$ cat src/rtl/cell_switch_fabric.sv
// N-port cell switch: Avalon-MM writes fill per-input show-ahead FIFOs, and a per-output
// round-robin arbiter moves each head cell to the output named by its destination field.
module cell_switch_fabric #(
  parameter int N_PORTS    = 3,
  parameter int DATA_W     = 8,
  parameter int FIFO_DEPTH = 4,
  parameter int ADDR_W     = 3,
  parameter int DEST_W     = $clog2(N_PORTS)
) (
  input  logic                        clk,
  input  logic                        reset,
  input  logic                        chipselect,
  input  logic                        write,
  input  logic                        read,
  input  logic [ADDR_W-1:0]           address,
  input  logic [DATA_W-1:0]           writedata,
  output logic [DATA_W-1:0]           readdata,
  output logic [N_PORTS-1:0]          out_valid,
  output logic [N_PORTS*DATA_W-1:0]   out_data,
  input  logic [N_PORTS-1:0]          out_ready
);

  localparam int PTR_W = (FIFO_DEPTH > 1) ? $clog2(FIFO_DEPTH) : 1;
  localparam int CNT_W = $clog2(FIFO_DEPTH) + 1;
  localparam int IDX_W = (N_PORTS > 1) ? $clog2(N_PORTS) : 1;

  logic [DATA_W-1:0] mem [N_PORTS][FIFO_DEPTH];
  logic [PTR_W-1:0]  wr_ptr [N_PORTS];
  logic [PTR_W-1:0]  rd_ptr [N_PORTS];
  logic [CNT_W-1:0]  count  [N_PORTS];
  logic [IDX_W-1:0]  rr_ptr [N_PORTS];
  logic [DATA_W-1:0] drop_cnt;

  logic [DATA_W-1:0] head      [N_PORTS];
  logic [DEST_W-1:0] head_dest [N_PORTS];
  logic [N_PORTS-1:0] nonempty, full, bad_head, push, pop, grant_any;
  logic [N_PORTS-1:0] req   [N_PORTS];
  logic [IDX_W-1:0]   grant [N_PORTS];

  logic              wr_en, rd_en, wr_fifo, push_drop, clear;
  logic [31:0]       addr_u;
  logic [IDX_W-1:0]  fifo_sel;
  logic [3:0]        drop_inc;
  logic [DATA_W+3:0] drop_sum;
  logic [DATA_W-1:0] read_val;

  assign wr_en    = chipselect && write;
  assign rd_en    = chipselect && read;
  assign addr_u   = 32'(address);
  assign fifo_sel = IDX_W'(addr_u - 32'd1);
  assign wr_fifo  = wr_en && (addr_u >= 32'd1) && (addr_u <= 32'(N_PORTS));
  assign clear    = wr_en && (addr_u == 32'd0);

  always_comb begin
    for (int unsigned i = 0; i < N_PORTS; i++) begin
      head[i]      = mem[i][rd_ptr[i]];
      head_dest[i] = head[i][DATA_W-1 -: DEST_W];
      nonempty[i]  = (count[i] != '0);
      full[i]      = (count[i] == CNT_W'(FIFO_DEPTH));
      bad_head[i]  = nonempty[i] && (32'(head_dest[i]) >= 32'(N_PORTS));
    end
  end

  // Full is taken from the registered count, so a same-cycle pop never makes room for a push.
  always_comb begin
    push      = '0;
    push_drop = 1'b0;
    if (wr_fifo) begin
      if (full[fifo_sel]) push_drop = 1'b1;
      else                push[fifo_sel] = 1'b1;
    end
  end

  always_comb begin
    for (int unsigned o = 0; o < N_PORTS; o++) begin
      req[o]       = '0;
      grant[o]     = '0;
      grant_any[o] = 1'b0;
      for (int unsigned i = 0; i < N_PORTS; i++)
        req[o][i] = nonempty[i] && (32'(head_dest[i]) == o);
      if (!out_valid[o] || out_ready[o]) begin
        for (int unsigned k = 0; k < N_PORTS; k++) begin
          if (!grant_any[o] && req[o][IDX_W'((32'(rr_ptr[o]) + k) % N_PORTS)]) begin
            grant_any[o] = 1'b1;
            grant[o]     = IDX_W'((32'(rr_ptr[o]) + k) % N_PORTS);
          end
        end
      end
    end
  end

  // Each head carries a single destination, so at most one output can grant a given FIFO.
  always_comb begin
    for (int unsigned i = 0; i < N_PORTS; i++) begin
      pop[i] = bad_head[i];
      for (int unsigned o = 0; o < N_PORTS; o++)
        if (grant_any[o] && (32'(grant[o]) == i)) pop[i] = 1'b1;
    end
  end

  always_comb begin
    drop_inc = 4'(push_drop);
    for (int unsigned i = 0; i < N_PORTS; i++)
      drop_inc = drop_inc + 4'(bad_head[i]);
    drop_sum = {4'b0000, drop_cnt} + (DATA_W+4)'(drop_inc);
  end

  always_comb begin
    read_val = '0;
    if (addr_u == 32'd0)
      read_val = DATA_W'(full);
    else if (addr_u <= 32'(N_PORTS))
      read_val = DATA_W'(count[fifo_sel]);
    else if (addr_u == 32'(N_PORTS + 1))
      read_val = drop_cnt;
  end

  always_ff @(posedge clk) begin
    if (wr_fifo && !full[fifo_sel])
      mem[fifo_sel][wr_ptr[fifo_sel]] <= writedata;
  end

  always_ff @(posedge clk or posedge reset) begin
    if (reset) begin
      for (int unsigned i = 0; i < N_PORTS; i++) begin
        wr_ptr[i] <= '0;
        rd_ptr[i] <= '0;
        count[i]  <= '0;
      end
    end else begin
      for (int unsigned i = 0; i < N_PORTS; i++) begin
        if (push[i]) wr_ptr[i] <= wr_ptr[i] + 1'b1;
        if (pop[i])  rd_ptr[i] <= rd_ptr[i] + 1'b1;
        count[i] <= count[i] + CNT_W'(push[i]) - CNT_W'(pop[i]);
      end
    end
  end

  always_ff @(posedge clk or posedge reset) begin
    if (reset) begin
      out_valid <= '0;
      out_data  <= '0;
      for (int unsigned o = 0; o < N_PORTS; o++) rr_ptr[o] <= '0;
    end else begin
      for (int unsigned o = 0; o < N_PORTS; o++) begin
        if (!out_valid[o] || out_ready[o]) begin
          out_valid[o] <= grant_any[o];
          if (grant_any[o]) begin
            out_data[o*DATA_W +: DATA_W] <= head[grant[o]];
            rr_ptr[o] <= (32'(grant[o]) == 32'(N_PORTS - 1)) ? '0 : grant[o] + 1'b1;
          end
        end
      end
    end
  end

  always_ff @(posedge clk or posedge reset) begin
    if (reset) begin
      drop_cnt <= '0;
      readdata <= '0;
    end else begin
      if (clear)
        drop_cnt <= '0;
      else if (drop_sum > (DATA_W+4)'({DATA_W{1'b1}}))
        drop_cnt <= '1;
      else
        drop_cnt <= drop_sum[DATA_W-1:0];
      if (rd_en) readdata <= read_val;
    end
  end

endmodule

$ cat config.mk
export PLATFORM = sky130hd
export DESIGN_NAME = cell_switch_fabric
export DESIGN_NICKNAME = d
export VERILOG_FILES = /design/src/rtl/cell_switch_fabric.sv
export SDC_FILE = /design/constraint.sdc
export NUM_CORES = 1
export LEC_CHECK = 0
export CAP_MARGIN = 10
export CORE_ASPECT_RATIO = 1.4
export CORE_UTILIZATION = 50
export CTS_CLUSTER_SIZE = 25
export DETAILED_ROUTE_END_ITERATION = 7
export DONT_BUFFER_PORTS = 1
export GPL_TIMING_DRIVEN = 1
export PLACE_DENSITY = 0.76
export SYNTH_ARGS = -nofsm -noshare
export SYNTH_HDL_FRONTEND = slang
export SYNTH_SLANG_ARGS = --single-unit
$ cat constraint.sdc
create_clock -name clk -period 3.48 [get_ports clk]
set_input_delay 0.696 -clock clk [delete_from_list [all_inputs] [get_ports clk]]
set_output_delay 0.696 -clock clk [all_outputs]
set_load 0.02 [all_outputs]
---- Yosys cells after proc, flatten, opt, wreduce, memory -nomap -nowiden ----
Memory sizes are Yosys's and may differ from the RTL's.
Index checks and enable logic that the tools add are counted.
word-level totals
  bits in registers ....................... 70
  memory bits (writable) .................. 96
  output and inout port bits .............. 35
  word-level logic and storage cells ...... 268
  memories kept ........................... 1
memories
  memory  words  width  rd ports  clocked after memory_dff  wr ports  line  text
  mem     3      32     3         0                         1         27    logic [DATA_W-1:0] mem [N_PORTS][FIFO_DEPTH];
operators by class
  $add $sub $neg .......................... 26
  divide/modulo/power cells ............... 9
  order comparisons ....................... 26
  eq/ne operators ......................... 16
  muxes and demuxes ....................... 101
  bitwise operators ....................... 8
  reductions and logical operators ........ 61
operator list
  kind                     number
  $mod A32 B2 Y32 const B  6
  $mux W8                  18
  $bmux W8 S2              6
  $mod A2 B2 Y32 const B   3
  $mux W1                  41
  $logic_and A1 B1 Y1      35
  $mux W2                  17
  $logic_not A32 Y1        1
  $mux W32                 1
  $lt A2 B3 Y1 const B     10
  $ge A3 B3 Y1 const B     8
  $not A2 Y3               8
  $bmux W1 S2              10
  $add A2 B1 Y2 const B    9
  $demux W8 S2             1
  $eq A2 B1 Y1 const B     6
  $eq A2 B2 Y1 const B     6
  $eq A3 B3 Y1 const B     4
  $logic_not A2 Y1         6
  $mux W3                  4
  $logic_not A1 Y1         10
  $add A2 B1 Y3 const B    3
  $add A2 B2 Y3 const B    3
  $add A3 B1 Y3            3
  18 further kinds         28

---- Longest topological paths before layout ----
  depth after elaboration ................. 24
  mapped depth ............................ 15
  depth with buffers taken out ............ 14

---- Least setup slack after synthesis ----
No wires, ideal clock.
  kind .................................... input-to-reg
  start point ............................. input address[0]
  end point ............................... register count[2] in the netlist's numbering
  library setup time ...................... 0.125 ns
  data arrival time ....................... 3.385 ns
  required time ........................... 3.355 ns
  setup slack ............................. -0.030 ns
  stages on the path ...................... 15
  cell sequence ........................... inv_1 > ha_1 > clkbuf_1 > nor2b_1 > clkbuf_1 > a32o_1 > nor2b_1 > clkbuf_1 > nand2_1 > ha_1 > inv_1 > ha_1 > fa_1 > xor2_1 > xnor2_1
between the ends
  longest elaborated chain between the ends .. 9
  elaborated cells on any way between the ends .. 16
  those cells by class .................... 3 x add/sub; 4 x order compare; 6 x mux; 3 x reduce/logical
ends and longest elaborated chain
  item                                                                       line  text
  from (decl)                                                                15    input logic [ADDR_W-1:0] address,
  $sub A2 B1 Y2                                                              50    assign fifo_sel = IDX_W'(addr_u - 32'd1);
  $lt A2 B3 Y1 (implied by the code) / $ge A2 B1 Y1 (equally long branches)  70    else push[fifo_sel] = 1'b1;
  $logic_and A1 B1 Y1 (implied by the code)                                  70
  $mux W1 (implied by the code)                                              70
  $demux W1 S2                                                               70
  $mux W3                                                                    69    if (full[fifo_sel]) push_drop = 1'b1;
  $mux W3 (*)                                                                68    if (wr_fifo) begin
  $add A3 B1 Y3 (*)                                                          134   count[i] <= count[i] + CNT_W'(push[i]) - CNT_W'(pop[i]);
  $sub A3 B1 Y3 (*)                                                          134
  to (signal, indexed assignment)                                            134
  to (decl)                                                                  30    logic [CNT_W-1:0] count [N_PORTS];
Every way passes the cells marked *; elsewhere a longest branch is shown, timed or not. The select of a mux whose other input is x is not followed.
A chain may end at the register's enable or synchronous reset.

==> impl_metrics.json <==
{
  "status": "complete, but fails checks",
  "violations": "setup timing",
  "ys_seq_area_share_pct": 58.0,
  "synth_top_area_share_pct": 36.1,
  "synth_warnings": 0,
  "yosys.area_share.simple_pct": 13.6,
  "final_cell_mix": "96 x edfxtp_1, 70 x buf_4, 68 x dfrtp_1",
  "drive_above_1_share_pct": 26.6,
  "numCtsBuffers": 17,
  "synth.ff_latch_count": 166,
  "clockBufferDepth": 2,
  "period_needed_ns": 3.53,
  "leakagePower_nw": 3.71,
  "final_nets": 716,
  "core_area_um2": 15600,
  "r2r_end": "count[8]",
  "syn-num-nets": 650,
  "async_flop_share_pct": 42.2,
  "drc": 0,
  "holdCritPathClass": "input pin to async pin",
  "cts_hold_buf": 0,
  "slowest_stage": "or4_4",
  "fillers": 1115,
  "synth_mux_area_share_pct": 7.34,
  "final_hold_viol_count": 0,
  "synth_compound_area_share_pct": 10.8,
  "reg2reg_depth": 13,
  "syn-cell-area_um2": 8000,
  "place.gp.congestion": 0.959,
  "first_pass_iters": 8,
  "required_ns": 3.79,
  "finalWirelength_um": 18600,
  "die_h_um": 152,
  "hpwl_um": 13300,
  "antenna_found_initial": 0,
  "setup-violations-final": 1,
  "synth_xor_xnor_area_share_pct": 2.41,
  "final_common_cell": "edfxtp_1",
  "cts-htree-levels": 4,
  "synth_top_flop_cell": "edfxtp_1",
  "insertion_delay_ns": 0.42,
  "path_class": "flip-flop to flip-flop",
  "grt-ovfl-total": 0,
  "cts_num_sinks": 166,
  "antennaDiodeCount": 0,
  "cp_top_family": "adder cells",
  "ff_latch_area_um2": 4640,
  "grt_pass1_wl_um": 28700,
  "syn_to_final_growth_pct": 18.7,
  "post-synth-top-area-cell": "edfxtp_1",
  "cp_data_arrival_time_ns": 3.84,
  "synth_edf_count": 96,
  "critPathBufInv": 3,
  "setup.worst_path.end_class": "flip-flop",
  "r2r_slack_ns": -0.05,
  "synthAdderAreaFrac_pct": 5.10,
  "layoutNonFillerInstCount": 881,
  "vias_per_cell": 6.13,
  "crit_chain": "buf_4 > buf_4 > and4b_1 > o41ai_4 > maj3_2 > o2111a_1 > nor3_2 > or4_4 > ha_1 > inv_1 > ha_1 > fa_1 > xnor2_1",
  "pin_count": 54,
  "first_global_vias": 5539,
  "irDropWorstVdd_uv": 596,
  "final_max_slew_viol_count": 0,
  "avgSynthCellArea_um2": 13.2,
  "p_total_mw": 9.44,
  "finalCritPeriodShare_pct": 101,
  "worstMarginPinSlew_ns": 0.635,
  "drt_iter0_markers": 498,
  "relSlewSlack_pct": 57.1,
  "powerDensity_nw_per_um2": 995,
  "synthCells": 606,
  "cp-startpoint": "mem[0][6]",
  "clkTransAtPathRegs_ns": 0.07,
  "synth_cell_type_count": 76,
  "placed_cells": 831,
  "drtAntennaViolNets": 0,
  "io_buffers": 0,
  "num_rows": 54,
  "critPathLaunchType": "flip-flop",
  "grt_max_degree": 51,
  "clock-root-buffer": "clkbuf_16",
  "synth_area_leaders": "edfxtp_1 36%, dfrtp_1 22%, mux4_2 5.6%",
  "grt.total_usage_pct": 23.5,
  "via_count": 5400,
  "routedWlPerCell_um": 21.2,
  "r2r-start": "mem[0][6]",
  "cts_tree": "done",
  "dieArea_um2": 16500,
  "die_x_um": 109,
  "max_clock_freq_mhz": 283,
  "fin_skew_ns": 0.0110,
  "critical-path-max-stage-delay_ns": 0.56,
  "initial_utilization_pct": 51.2,
  "maxCapViolCount": 0,
  "pre_cts_slack_ns": -0.0752,
  "path_max_fanout": 4,
  "rsz0062_at_grt": "yes",
  "setup_slack_ns": -0.0483,
  "multi_input_area_um2": 3350,
  "synth_top_family_by_area": "simple AND/OR/NAND/NOR gates"
}
per-layer routing:
metal	share of wire (%)	track usage, %	routed length [um]	up-vias
li1	-	-	-	2422
met1	37	26.8	6980	2652
met2	52	39.8	9700	254
met3	5.8	5.26	1090	72
met4	4.7	14.8	877	0
met5	0	0	0	-
how the worst max path moves through the flow:
stage | slack [ns] | cells past startpoint | to
CTS | 0.002 | 13 | count[5]
finish | -0.05 | 13 | count[8]
global placement | 0.01 | 12 | count[5]
detailed placement | -0.08 | 11 | count[8]
floorplan | 0.005 | 14 | count[2]
global route | -0.18 | 13 | count[8]
sequential cells by signal, summed over array words and instances, names as in the netlist:
register,flops
mem,96
out_data,24
count,9
drop_cnt,8
readdata,8
rd_ptr,6
rr_ptr,6
wr_ptr,6
out_valid,3
metrics by stage:
step	hold WS (ns)	utilization [%]	area, um2	TNS [ns]
2_1_floorplan	0.440	-	8000	0
3_3_place_gp	0.462	54.8	8550	0
3_5_place_dp	0.459	54.8	8550	-0.194
4_1_cts	0.352	60.0	9360	0
5_1_grt	0.207	60.8	9490	-0.355
6_report	0.175	60.8	9490	-0.0483
worst reg2reg max path: cells and delay by family (launching register included):
kind | cells | cell delay, ns
adder cells (fa/ha/maj) | 4 | 1.13
flip-flops | 1 | 0.38
AO/OA/AOI/OAI | 2 | 0.64
XOR/XNOR | 1 | 0.14
buffers and inverters | 3 | 0.31
AND/OR/NAND/NOR | 3 | 0.83
what timing repair did:
item | in CTS | in global routing
gates resized for setup | 29 | 16
setup endpoints to repair | 4 | 10
buffers inserted | 11 | 7
pin swaps | 25 | 16
cell families after synthesis:
family / after synthesis
AND/OR/NAND/NOR: 193
flip-flops: 166
AO/OA/AOI/OAI: 108
buffers and inverters: 54
multiplexers: 33
adder cells (fa/ha/maj): 30
XOR/XNOR: 22
cell type report:
class	instances	area share (%)
Clock inverter	15	1.65
Timing Repair Buffer	75	6.15
Multi-Input combinational cell	386	35.3
Sequential cell	166	48.8
Inverter	26	1.03
Clock buffer	17	4.48
Tap cell	196	2.58
synthesized netlist by cell type (all sizes together), types with 7 or more instances:
master,instances
nand2,61
inv,26
nand3,16
nand2b,7
nor2,22
mux4,20
edfxtp,96
o21ai,19
xor2,7
and2,19
a21o,7
clkbuf,13
nor2b,13
or2,7
buf,15
ha,19
mux2i,8
xnor2,15
nor3,14
a21oi,14
dfrtp,70
a222oi,16
power by group:
group	leakage [nW]	internal [mW]	switching, mW
combinational	1.70	2.20	2.45
sequential	1.72	2.48	0.501
clock	0.285	0.958	0.850
total	3.71	5.64	3.80
Note: power is estimated with default switching activity, not from simulation.
